**src/rtl/display_formatter_if.sv**
```systemverilog
// Handshake and display lines between the display formatter and its neighbours.
// master drives the conversion request and anode select; slave returns segments and status.
interface display_formatter_if #(
    parameter int IN_W = 14
) ();
    logic            load;
    logic [IN_W-1:0] value;
    logic [3:0]      digit_sel;
    logic [6:0]      seg;
    logic            busy;
    logic            done;
    logic            ovf;

    modport master (
        output load, value, digit_sel,
        input  seg, busy, done, ovf
    );

    modport slave (
        input  load, value, digit_sel,
        output seg, busy, done, ovf
    );
endinterface

```
**src/rtl/display_formatter.sv**
```systemverilog
// Binary to 4-digit BCD (double-dabble, one bit per clock) driving a 7-segment display; DISP_LZ_BLANK_EN blanks leading zeros.
// Latency: IN_W+1 clkd edges from load to done (1 edge for values above 9999); seg is combinational from digit_sel.
// Backpressure: none; load while busy is dropped, the previous value stays displayed until commit.
module display_formatter #(
    parameter int IN_W = 14
) (
    input  logic               clkd,
    input  logic               rst,
    display_formatter_if.slave bus
);
    typedef enum logic [1:0] {IDLE, SHIFT, COMMIT} state_t;

    localparam logic [3:0]  LAST   = 4'(IN_W - 1);
    // Nibble 0xA never occurs in valid BCD, so it marks a dash digit.
    localparam logic [15:0] DASHES = 16'hAAAA;

    state_t          state, state_nxt;
    logic [IN_W-1:0] shreg;
    logic [15:0]     bcd, bcd_adj, disp;
    logic [3:0]      cnt;
    logic            ovf_pend, ovf_r, done_r;
    logic            too_big;
    logic [6:0]      seg_w;
    logic            blank_th, blank_hu, blank_te;

    assign too_big = 32'(bus.value) > 32'd9999;

    always_ff @(posedge clkd) begin
        if (!rst) state <= IDLE;
        else      state <= state_nxt;
    end

    always_comb begin
        state_nxt = state;
        case (state)
            IDLE:    if (bus.load) state_nxt = too_big ? COMMIT : SHIFT;
            SHIFT:   if (cnt == LAST) state_nxt = COMMIT;
            COMMIT:  state_nxt = IDLE;
            default: state_nxt = IDLE;
        endcase
    end

    always_comb begin
        bcd_adj = bcd;
        for (int i = 0; i < 4; i++) begin
            if (bcd[4*i +: 4] >= 4'd5) bcd_adj[4*i +: 4] = bcd[4*i +: 4] + 4'd3;
        end
    end

    always_ff @(posedge clkd) begin
        if (!rst) begin
            shreg    <= '0;
            bcd      <= '0;
            cnt      <= '0;
            ovf_pend <= 1'b0;
            disp     <= '0;
            ovf_r    <= 1'b0;
            done_r   <= 1'b0;
        end else begin
            done_r <= 1'b0;
            case (state)
                IDLE: begin
                    if (bus.load) begin
                        ovf_pend <= too_big;
                        shreg    <= bus.value;
                        bcd      <= '0;
                        cnt      <= '0;
                    end
                end
                SHIFT: begin
                    {bcd, shreg} <= {bcd_adj[14:0], shreg, 1'b0};
                    cnt          <= cnt + 4'd1;
                end
                COMMIT: begin
                    disp   <= ovf_pend ? DASHES : bcd;
                    ovf_r  <= ovf_pend;
                    done_r <= 1'b1;
                end
                default: ;
            endcase
        end
    end

    function automatic logic [6:0] seg7(input logic [3:0] n);
        case (n)
            4'd0:    return 7'b1000000;
            4'd1:    return 7'b1111001;
            4'd2:    return 7'b0100100;
            4'd3:    return 7'b0110000;
            4'd4:    return 7'b0011001;
            4'd5:    return 7'b0010010;
            4'd6:    return 7'b0000010;
            4'd7:    return 7'b1111000;
            4'd8:    return 7'b0000000;
            4'd9:    return 7'b0010000;
            4'hA:    return 7'b0111111;
            default: return 7'b1111111;
        endcase
    endfunction

    always_comb begin
`ifdef DISP_LZ_BLANK_EN
        blank_th = (disp[15:12] == 4'd0);
        blank_hu = blank_th && (disp[11:8] == 4'd0);
        blank_te = blank_hu && (disp[7:4] == 4'd0);
`else
        blank_th = 1'b0;
        blank_hu = 1'b0;
        blank_te = 1'b0;
`endif
        seg_w = 7'b1111111;
        case (bus.digit_sel)
            4'b1110: seg_w = seg7(disp[3:0]);
            4'b1101: seg_w = blank_te ? 7'b1111111 : seg7(disp[7:4]);
            4'b1011: seg_w = blank_hu ? 7'b1111111 : seg7(disp[11:8]);
            4'b0111: seg_w = blank_th ? 7'b1111111 : seg7(disp[15:12]);
            default: seg_w = 7'b1111111;
        endcase
    end

    assign bus.seg  = seg_w;
    assign bus.busy = (state != IDLE);
    assign bus.done = done_r;
    assign bus.ovf  = ovf_r;
endmodule

```
**src/flat_wrapper.sv**
```systemverilog
// flat-port wrapper written by rule: the top's interface ports become plain ports
module display_formatter_flat 
#(
    parameter int IN_W = 14
)
  (clkd, rst, bus_load, bus_value, bus_digit_sel, bus_seg, bus_busy, bus_done, bus_ovf);
  display_formatter_if #(.IN_W(IN_W)) bus_i ();
  input  logic clkd;
  input  logic rst;
  input wire logic [$bits(bus_i.load)-1:0] bus_load;
  input wire logic [$bits(bus_i.value)-1:0] bus_value;
  input wire logic [$bits(bus_i.digit_sel)-1:0] bus_digit_sel;
  output wire logic [$bits(bus_i.seg)-1:0] bus_seg;
  output wire logic [$bits(bus_i.busy)-1:0] bus_busy;
  output wire logic [$bits(bus_i.done)-1:0] bus_done;
  output wire logic [$bits(bus_i.ovf)-1:0] bus_ovf;
  assign bus_i.load = bus_load;
  assign bus_i.value = bus_value;
  assign bus_i.digit_sel = bus_digit_sel;
  assign bus_seg = bus_i.seg;
  assign bus_busy = bus_i.busy;
  assign bus_done = bus_i.done;
  assign bus_ovf = bus_i.ovf;
  display_formatter #(.IN_W(IN_W)) u_core (.clkd(clkd), .rst(rst), .bus(bus_i));
endmodule
```
**config.mk**
```make
export PLATFORM = sky130hd
export DESIGN_NAME = display_formatter_flat
export DESIGN_NICKNAME = d
export VERILOG_FILES = /design/src/rtl/display_formatter_if.sv /design/src/rtl/display_formatter.sv /design/src/flat_wrapper.sv
export SDC_FILE = /design/constraint.sdc
export NUM_CORES = 1
export LEC_CHECK = 0
export ABC_AREA = 1
export BUFFER_PORTS_ARGS = -buffer_cell sky130_fd_sc_hd__buf_2
export CAP_MARGIN = 25
export CORE_MARGIN = 2
export CORE_UTILIZATION = 55
export DETAILED_ROUTE_END_ITERATION = 10
export PLACE_DENSITY = 0.86
export SLEW_MARGIN = 40
export SYNTH_ARGS = -nofsm -noshare
export SYNTH_HDL_FRONTEND = slang
export SYNTH_SLANG_ARGS = --single-unit
```
**constraint.sdc**
```tcl
create_clock -name clkd -period 1.7 [get_ports clkd]
set_clock_uncertainty 0.1 [all_clocks]
set_input_delay 0.085 -clock clkd [delete_from_list [all_inputs] [get_ports clkd]]
set_output_delay 0.085 -clock clkd [all_outputs]
set_load 0.005 [all_outputs]
```
**Word level (Yosys, flattened, before mapping)**

Memory sizes are Yosys's and may differ from the RTL's. A register that Yosys moved wholly into a read port is not among the register bits.
Index checks and enable logic that the tools add are counted.

- Add/subtract/negate cells: 5
- Magnitude comparators: 5
- Equality and inequality tests: 9
- Muxes and demuxes: 25
- Reductions and logical operators: 6

Operator list:

| kind | count |
|---|---|
| 4-bit 2-to-1 mux | 12 |
| 16-bit 2-to-1 mux | 2 |
| 16-bit case mux with 2 select lines | 1 |
| 14-bit case mux with 2 select lines | 1 |
| 7-bit case mux with 4 select lines | 1 |
| 4-bit == test (second input constant) | 4 |
| 4-bit by 3-bit greater-or-equal comparator with 1-bit output (second input constant) | 4 |
| 14-bit > comparator (second input constant) | 1 |
| 14-bit 2-to-1 mux | 1 |
| 4-bit by 2-bit adder with 4-bit output (second input constant) | 3 |
| 4-bit case mux with 2 select lines | 1 |
| 2-bit 2-to-1 mux | 3 |
| 2-bit AND reduction | 3 |
| 4-bit by 1-bit adder with 4-bit output (second input constant) | 1 |
| 4-bit by 3-bit == test with 1-bit output (second input constant) | 1 |
| 2-bit case mux with 2 select lines | 1 |
| 2-bit nonzero test | 2 |
| 3-bit by 2-bit adder with 3-bit output (second input constant) | 1 |
| 3-bit 2-to-1 mux | 1 |
| 2-bit by 1-bit == test with 1-bit output (second input constant) | 1 |
| 2-bit == test (second input constant) | 1 |
| 2-bit logical NOT | 1 |
| 2-bit by 1-bit inequality test with 1-bit output (second input constant) | 1 |
| 2-bit inequality test (second input constant) | 1 |
| 1-bit 2-to-1 mux | 1 |

- Register bits: 55
- Bits in read-only memories: 448
- Input bits: 21
- Word-level logic and storage cells: 62
- Memories kept: 4

Memory list:

| memory | depth | bits a word | rd ports | clocked after memory_dff | wr ports | line | source |
|---|---|---|---|---|---|---|---|
| (name not given) | 16 | 7 | 1 | 1 | 0 | display_formatter.sv:85 | `case (n)` |
| (name not given) | 16 | 7 | 1 | 1 | 0 | display_formatter.sv:85 |  |
| (name not given) | 16 | 7 | 1 | 1 | 0 | display_formatter.sv:85 |  |
| (name not given) | 16 | 7 | 1 | 1 | 0 | display_formatter.sv:85 |  |

**Depth between registers and ports, before layout**

Gate-level depths: netlist (run 1).

- Depth after elaboration: 4
- Mapped depth: 12

**Worst setup path after synthesis (run 1)**

No wires, ideal clock.

- Path type: flip-flop to flip-flop
- Start point: register u_core.state[1]
- End point: register with a tool-made name
- Library setup time: 115 ps
- Arrival: 1472 ps
- Setup slack: 12 ps
- Cell stages (with the launch flop): 13
- Cell sequence: dfxtp_1 inv_2 nor2_4 buf_6 buf_8 o21ai_2 nand3_2 inv_1 ha_1 inv_1 nand2_1 nand2_1 o21ai_2

RTL lines:

| element | line | source |
|---|---|---|
| start: declaration | display_formatter.sv:17 | `state_t state, state_nxt;` |
| start signal: assignment | display_formatter.sv:30 | `else state <= state_nxt;` |

==> key figures, run 1 <==
Run status
  – Outcome: complete, no violations

Finish
  – Layout cells sized above 1: 0.193
  – Final core occ: 0.685
  – Fill cells: 602
  – Layout Nets: 742
  – Area grow syn2layout: 19.1%
  – # diodes: 0
  – Non-Filler Cell Area, Final: 5350 sq um

Power
  – Leak: 2.59 nW
  – Maximum vdd drop: 496 uV
  – Cell Pwr Density: 855 nW/um^2
  – Post-route total power: ~0.0046 W

Place
  – Gpl congestion: slightly above 0.8
  – IO Port Bufs: 30
  – HPWL Detailed: 6.87 mm
  – Placement-stage cell area: 4850 sq um

Global routing
  – Largest net degree at the start of global routing: 25
  – Global Route Usage Sum: 0.235
  – Vias in the first global route: 3891
  – First-pass GRT wire length: 16.6 mm
  – GRT overflow: 0
  – Initial antenna violation count: 0

Clock tree
  – CTS tree: done
  – H-tree depth: 3
  – Root Buffer: clkbuf_8
  – Reg clk slew, reported paths: 0.09 ns
  – Clock buffer depth: 2
  – Worst-Skew Late Latency: 0.37 ns
  – Total CTS buffers: 9
  – Clk sinks: 83

Detailed routing
  – Iteration-0 DRC Markers: about 200
  – Antenna-violating nets left: 0
  – Vias post-DR: around 4.2k
  – Drt pass-1 iters: 5
  – # DRC: 0
  – Drt total wl: 9.99 mm
  – Drt via density: 5.22
  – Routed length per placed instance: roughly 13 um

Timing
  – Fin. max-slew vios: 0
  – Fmax: about 0.61 GHz
  – Period utilization: 0.966
  – Slew @ Worst Pin: between 0.4 and 0.5 ns
  – Relative slew slack: 0.684
  – Post-route minimum period: 1.64 ns
  – Final hold viol count: 0
  – # setup viols final: 0
  – Final setup TNS: 0 ns
  – RSZ-0062 raised after global routing: true

Die
  – Die ar.: 8910 sq um
  – Chip height: approximately 94 um
  – Die Wd: 94.4 um
  – Starting Density: 0.576
  – Std-Cell Rows: 32
  – # IOs: 31
  – Core Region: between 7000 and 8000 sq um

Critical path
  – Reg2Reg Setup Slack: 0.06 ns
  – CP max FO: 7
  – CP endpoint kind: register
  – Worst setup SP type: register
  – Arr. time, crit path: 1.80 ns
  – Crit Path Class: reg -> reg
  – CP required: about 1.9 ns

Worst hold path
  – Hold crit path type: in -> reg

Yosys
  – Commonest cells in the netlist: nand2_1 (210), dfxtp_1 (83), inv_1 (71), nor2_1 (43), ha_1 (30)
  – Synth warnings: 0
  – Net count after synthesis: 676
  – Yosys top cell by area: dfxtp_1
  – Top cell type's share of synthesized area: 0.370
  – Cell area after synthesis: 4490 sq um
  – Yosys reg bits: 83
  – Most frequent cell after synthesis: nand2_1
  – Syn Area/Cell: ~7 sq um
  – Post-synth top flop: dfxtp_1
  – Post-synthesis sequential area ratio: 0.370
  – Post-synth EDFFs: 0
  – Top cells by area, synth: dfxtp_1 (37%), nand2_1 (18%), ha_1 (8.4%)
  – Synth async-reset ratio: 0
  – Post-synthesis cell type count: 33
  – Post-Syn Instances: 625

Job
  – Max-cap violations: 0
worst paths after layout:
path,startpoint,end,cells past startpoint
setup / recovery,u_core.state[1],register,9
hold / removal,rst,u_core.disp[8],3
setup reg to reg,u_core.state[1],register,9
hold reg to reg,u_core.shreg[13],u_core.bcd[0],2
critical path: stages (launching register included):
cell and delay (ns):
dfxtp_2 0.34, inv_2 0.05, nor2_4 0.20, buf_4 0.17, nand2_1 0.06, nand3_2 0.07
inv_1 0.06, ha_1 0.31, nor2_1 0.11, o21ai_1 0.07
cells by family after synthesis:
logic type	after synthesis	share of synthesized area
buffers and inverters	95	0.0930
AND/OR/NAND/NOR	329	0.329
adder cells (fa/ha/maj)	30	0.0835
flip-flops	83	0.370
AO/OA/AOI/OAI	88	0.125
cells in the final DEF (no fill, tap or decap), types with 10 or more instances in the layout:
cell type      Yosys  final
a21oi_1           25     25
inv_1             71     69
dlygate4sd3_1      0     14
nand2_1          210    205
buf_4              2     26
buf_2              9     30
o21ai_0           20     20
ha_1              30     28
nand2_2            6     10
nor2_1            43     43
a31oi_1           13     13
dfxtp_1           83     79
o21ai_1           12     12
nand4_1           17     17
nand3_1           29     29
layout make-up:
class                           instances  area (sq um)  area share
Multi-Input combinational cell        448          2490       0.465
Inverter                               73           274      0.0512
Clock buffer                           10           128      0.0238
Sequential cell                        83          1670       0.311
Timing Repair Buffer                   76           579       0.108
Tap cell                              102           128      0.0238
Clock inverter                          6          88.8      0.0166
repair_timing:
action / in CTS / in global routing
endpoints found under the setup margin: 6 / 21
cloned: 0 / 1
hold buffers: 14 / 0
resized for setup: 2 / 19
setup buffers: 4 / 4
endpoints found under the hold margin: 16 / 0
pin swaps: 1 / 4
routing by layer:
| layer | wire length (um) | track usage |
|---|---|---|
| met4 | 176 | 0.0918 |
| met2 | 5170 | 0.439 |
| met3 | 449 | 0.0391 |
| met5 | 0 | 0 |
| met1 | 4190 | 0.265 |
report_power, final:
| part | internal, W | switching (W) |
|---|---|---|
| Combinational | 0.000332 | 0.000507 |
| Sequential | 0.00210 | 0.0000599 |
| Clock | 0.000830 | 0.000744 |
metrics by stage:
stage                     setup WS, ns  hold WS, ns  cells
after floorplan                 0.0121        0.134    625
after global placement          0.0347        0.256    759
after detailed placement       -0.0239        0.261    759
after CTS                       0.0303       0.0596    793
after global routing           -0.0455       0.0964    798
final                           0.0575       0.0743    798
No activity file was read; power rests on OpenSTA's default activity.
==> run 2, diff against run 1 <==
Settings changed: ABC_AREA 1 to default.
==> run 2 against run 1 <==
  * The run now ends with negative setup slack left
  * Synthesized area rose by 5.1%
  * Cell count fell by 3.9%
  * Core utilization rose by 14 points
  * First-iteration DRC count rose to 3.5 times the previous value
  * Combinational power rose by 59%
  * Critical path type unchanged
  * Largest cell class unchanged
==> key figures, run 2 <==
Global routing
  – M1 GR Usage: 0.375
  – Largest net degree at the start of global routing: 46
  – First-pass GRT wire length: 26.1 mm
  – GR peak layer: met2
  – Routing usage on met3: 0.0665
  – Initial antenna violation count: 0
  – Global Route Usage Sum: 0.345
  – Vias in the first global route: 5139
  – GRT overflow: 0
  – GR Util met2: 0.600

Finish
  – Commonest non-fill, non-tap cell in the layout: dfxtp_1
  – Fill cells: 390
  – Layout Nets: 708
  – Most frequent cells in the layout: dfxtp_1 (74), buf_4 (63), nand2_1 (45), nor2_1 (32)
  – Area grow syn2layout: 43.5%
  – Multi-input gate area: 3510 sq um
  – # diodes: 0
  – Layout cells sized above 1: 0.435
  – Register area: 1690 sq um

Yosys
  – Post-synth EDFFs: 0
  – Synth async-reset ratio: 0
  – Syn Area/Cell: 8.54 sq um
  – Yosys top cell by area: dfxtp_1
  – Yosys reg bits: 83
  – Top cells by area, synth: dfxtp_1 (35%), ha_1 (7.9%), a21oi_1 (5.5%)
  – Synth warnings: 0
  – Cell area after synthesis: 4720 sq um
  – Post-synthesis sequential area ratio: 0.352
  – Most frequent cell after synthesis: dfxtp_1
  – Post-synth top flop: dfxtp_1
  – Net count after synthesis: 604
  – Commonest cells in the netlist: dfxtp_1 (83), a21oi_1 (52), nand2_1 (48), nor2_1 (38)
  – Post-Syn Instances: 553
  – Top cell type's share of synthesized area: 0.352
  – Post-synthesis cell type count: 62

Critical path
  – Worst reg2reg startpoint: u_core.state[0]
  – Arr. time, crit path: 2.43 ns
  – R2R cell count: 7
  – Worst setup SP type: register
  – Max stage delay cell, worst path: dfxtp_4
  – Buf+Inv Stages, Crit Path: 2
  – CP required: roughly 1.9 ns
  – CP peak stage delay: around 0.38 ns
  – CP endpoint kind: register
  – Crit. Startpoint: u_core.state[0]
  – CP max FO: 6
  – Reg2Reg Setup Slack: -0.50 ns
  – CP cell instances: nand2b_4 > buf_4 > a211oi_4 > inv_2 > ha_1 > nand3b_1 > a21oi_2
  – Crit Path Class: reg -> reg
  – Critical path's top delay family: compound AO/OA/AOI/OAI gates

Detailed routing
  – # DRC: 0
  – Drt pass-1 iters: 8
  – Drt total wl: approximately 21 mm
  – Vias post-DR: 5528
  – Antenna-violating nets left: 0
  – Drt via density: 7.21
  – Iteration-0 DRC Markers: 710
  – Routed length per placed instance: 27.2 um

Timing
  – Period utilization: 1.30
  – RSZ-0062 raised after global routing: true
  – # setup viols final: 42
  – Final worst setup slack: -0.503 ns
  – WHS: 0.0114 ns
  – Post-route minimum period: 2.20 ns
  – Slew @ Worst Pin: approximately 0.77 ns
  – Relative slew slack: 0.489
  – Final hold viol count: 0
  – Fmax: 0.454 GHz
  – Fin. max-slew vios: 0

Clock tree
  – Clock buffer depth: 2
  – Total CTS buffers: 9
  – H-tree depth: 3
  – Worst-Skew Late Latency: a little under 0.4 ns
  – Reg clk slew, reported paths: around 0.10 ns
  – Clk sinks: 83
  – CTS tree: done
  – Root Buffer: clkbuf_8

Die
  – Starting Density: 0.572
  – Chip height: about 97 um
  – Core Region: 8260 sq um
  – Std-Cell Rows: 33
  – Die Wd: 96.7 um
  – # IOs: 31
  – Die ar.: 9350 sq um

Place
  – IO Port Bufs: 30
  – HPWL Detailed: 8.97 mm
  – Placement Setup Slack: -0.234 ns
  – Gpl congestion: ~0.97

Power
  – Combinational share of power: 0.261
  – Cell Pwr Density: 751 nW/um^2
  – Flop pwr share: 0.429
  – Clk pwr share: 0.310
  – Psw: between 0.0015 and 0.002 W
  – Cell Int Power: 0.00339 W
  – Maximum vdd drop: slightly below 600 uV
  – Switching portion of total power: 0.334
  – Leak: around 2.6 nW

Worst hold path
  – Hold_sp: bus_value[13]
  – Hold Crit Endpoint: u_core.state[0]
  – Hold path cells: 3
  – Hold crit path type: in -> reg

Run status
  – Failing checks: negative setup slack
  – Outcome: complete, but fails checks

Job
  – Max-cap violations: 0
==> run 2: cell count changes after synthesis, moves of 13 or more <==
cell      change
nand2_1     -162
nor2b_1      +14
nand2b_1     +13
a22oi_1      +16
nand3_1      -14
nand4_1      -17
nor3_1       +13
inv_1        -41
a21oi_1      +27
==> run 2: metrics by stage <==
stage                     power, W  utilization  instances  instance area (sq um)  setup TNS [ns]
after global routing       0.00519        0.821        767                   6780           -9.83
after floorplan            0.00278            -        553                   4930           -1.76
final                      0.00509        0.821        767                   6780           -9.27
after CTS                  0.00469        0.752        749                   6210           -3.69
after detailed placement   0.00307        0.665        712                   5490           -3.54
after global placement     0.00302        0.665        712                   5490           -2.35
==> run 2: worst max-delay path by stage <==
stage / to / cells past startpoint
floorplan: register / 9
global placement: register / 7
detailed placement: register / 7
CTS: register / 7
global route: register / 8
finish: register / 7
==> run 2: what timing repair did <==
| item | in CTS | in global routing |
|---|---|---|
| hold endpoints to repair | 8 | 0 |
| pin swaps | 35 | 41 |
| hold buffers | 8 | 0 |
| cloned | 1 | 1 |
| setup endpoints to repair | 33 | 51 |
| gates resized for setup | 63 | 95 |
| setup buffers | 13 | 19 |
==> run 2: layer usage <==
metal | vias up | share of wire
li1 | 2193 | -
met1 | 2583 | 0.34
met2 | 537 | 0.46
met3 | 215 | 0.10
met4 | 0 | 0.099
met5 | - | 0
==> run 2: power groups by stage <==
stage	clock network (W)	registers, W	logic (W)
6_report	0.00158	0.00218	0.00133
5_1_grt	0.00164	0.00219	0.00136
4_1_cts	0.00152	0.00216	0.00101
3_5_place_dp	0	0.00220	0.000862
3_3_place_gp	0	0.00220	0.000824
2_1_floorplan	0	0.00217	0.000601
==> run 2: layout make-up <==
type,count,share of cell area
Clock buffer,10,0.0203
Clock inverter,6,0.0105
Inverter,33,0.0201
Multi-Input combinational cell,399,0.518
Sequential cell,83,0.249
Tap cell,105,0.0194
Timing Repair Buffer,131,0.163
==> run 2: logic make-up (layout without fill, tap and decap cells) <==
family                     count (synthesis)  after routing  share of synthesized area
and+or+nand+nor                          178            179                      0.204
muxes                                      8              8                     0.0185
buffers and inverters                     72            180                     0.0726
DFF                                       83             83                      0.352
AOI/OAI and AO/OA                        170            170                      0.252
xor gates and xnor gates                  12             12                     0.0223
adders and majority gates                 30             30                     0.0795
==> run 2: worst reg2reg max path, cell delays in order (launching register included) <==
cell and delay, ns:
dfxtp_4 0.38, nand2b_4 0.21, buf_4 0.21, a211oi_4 0.32, inv_2 0.11, ha_1 0.25, nand3b_1 0.32, a21oi_2 0.24
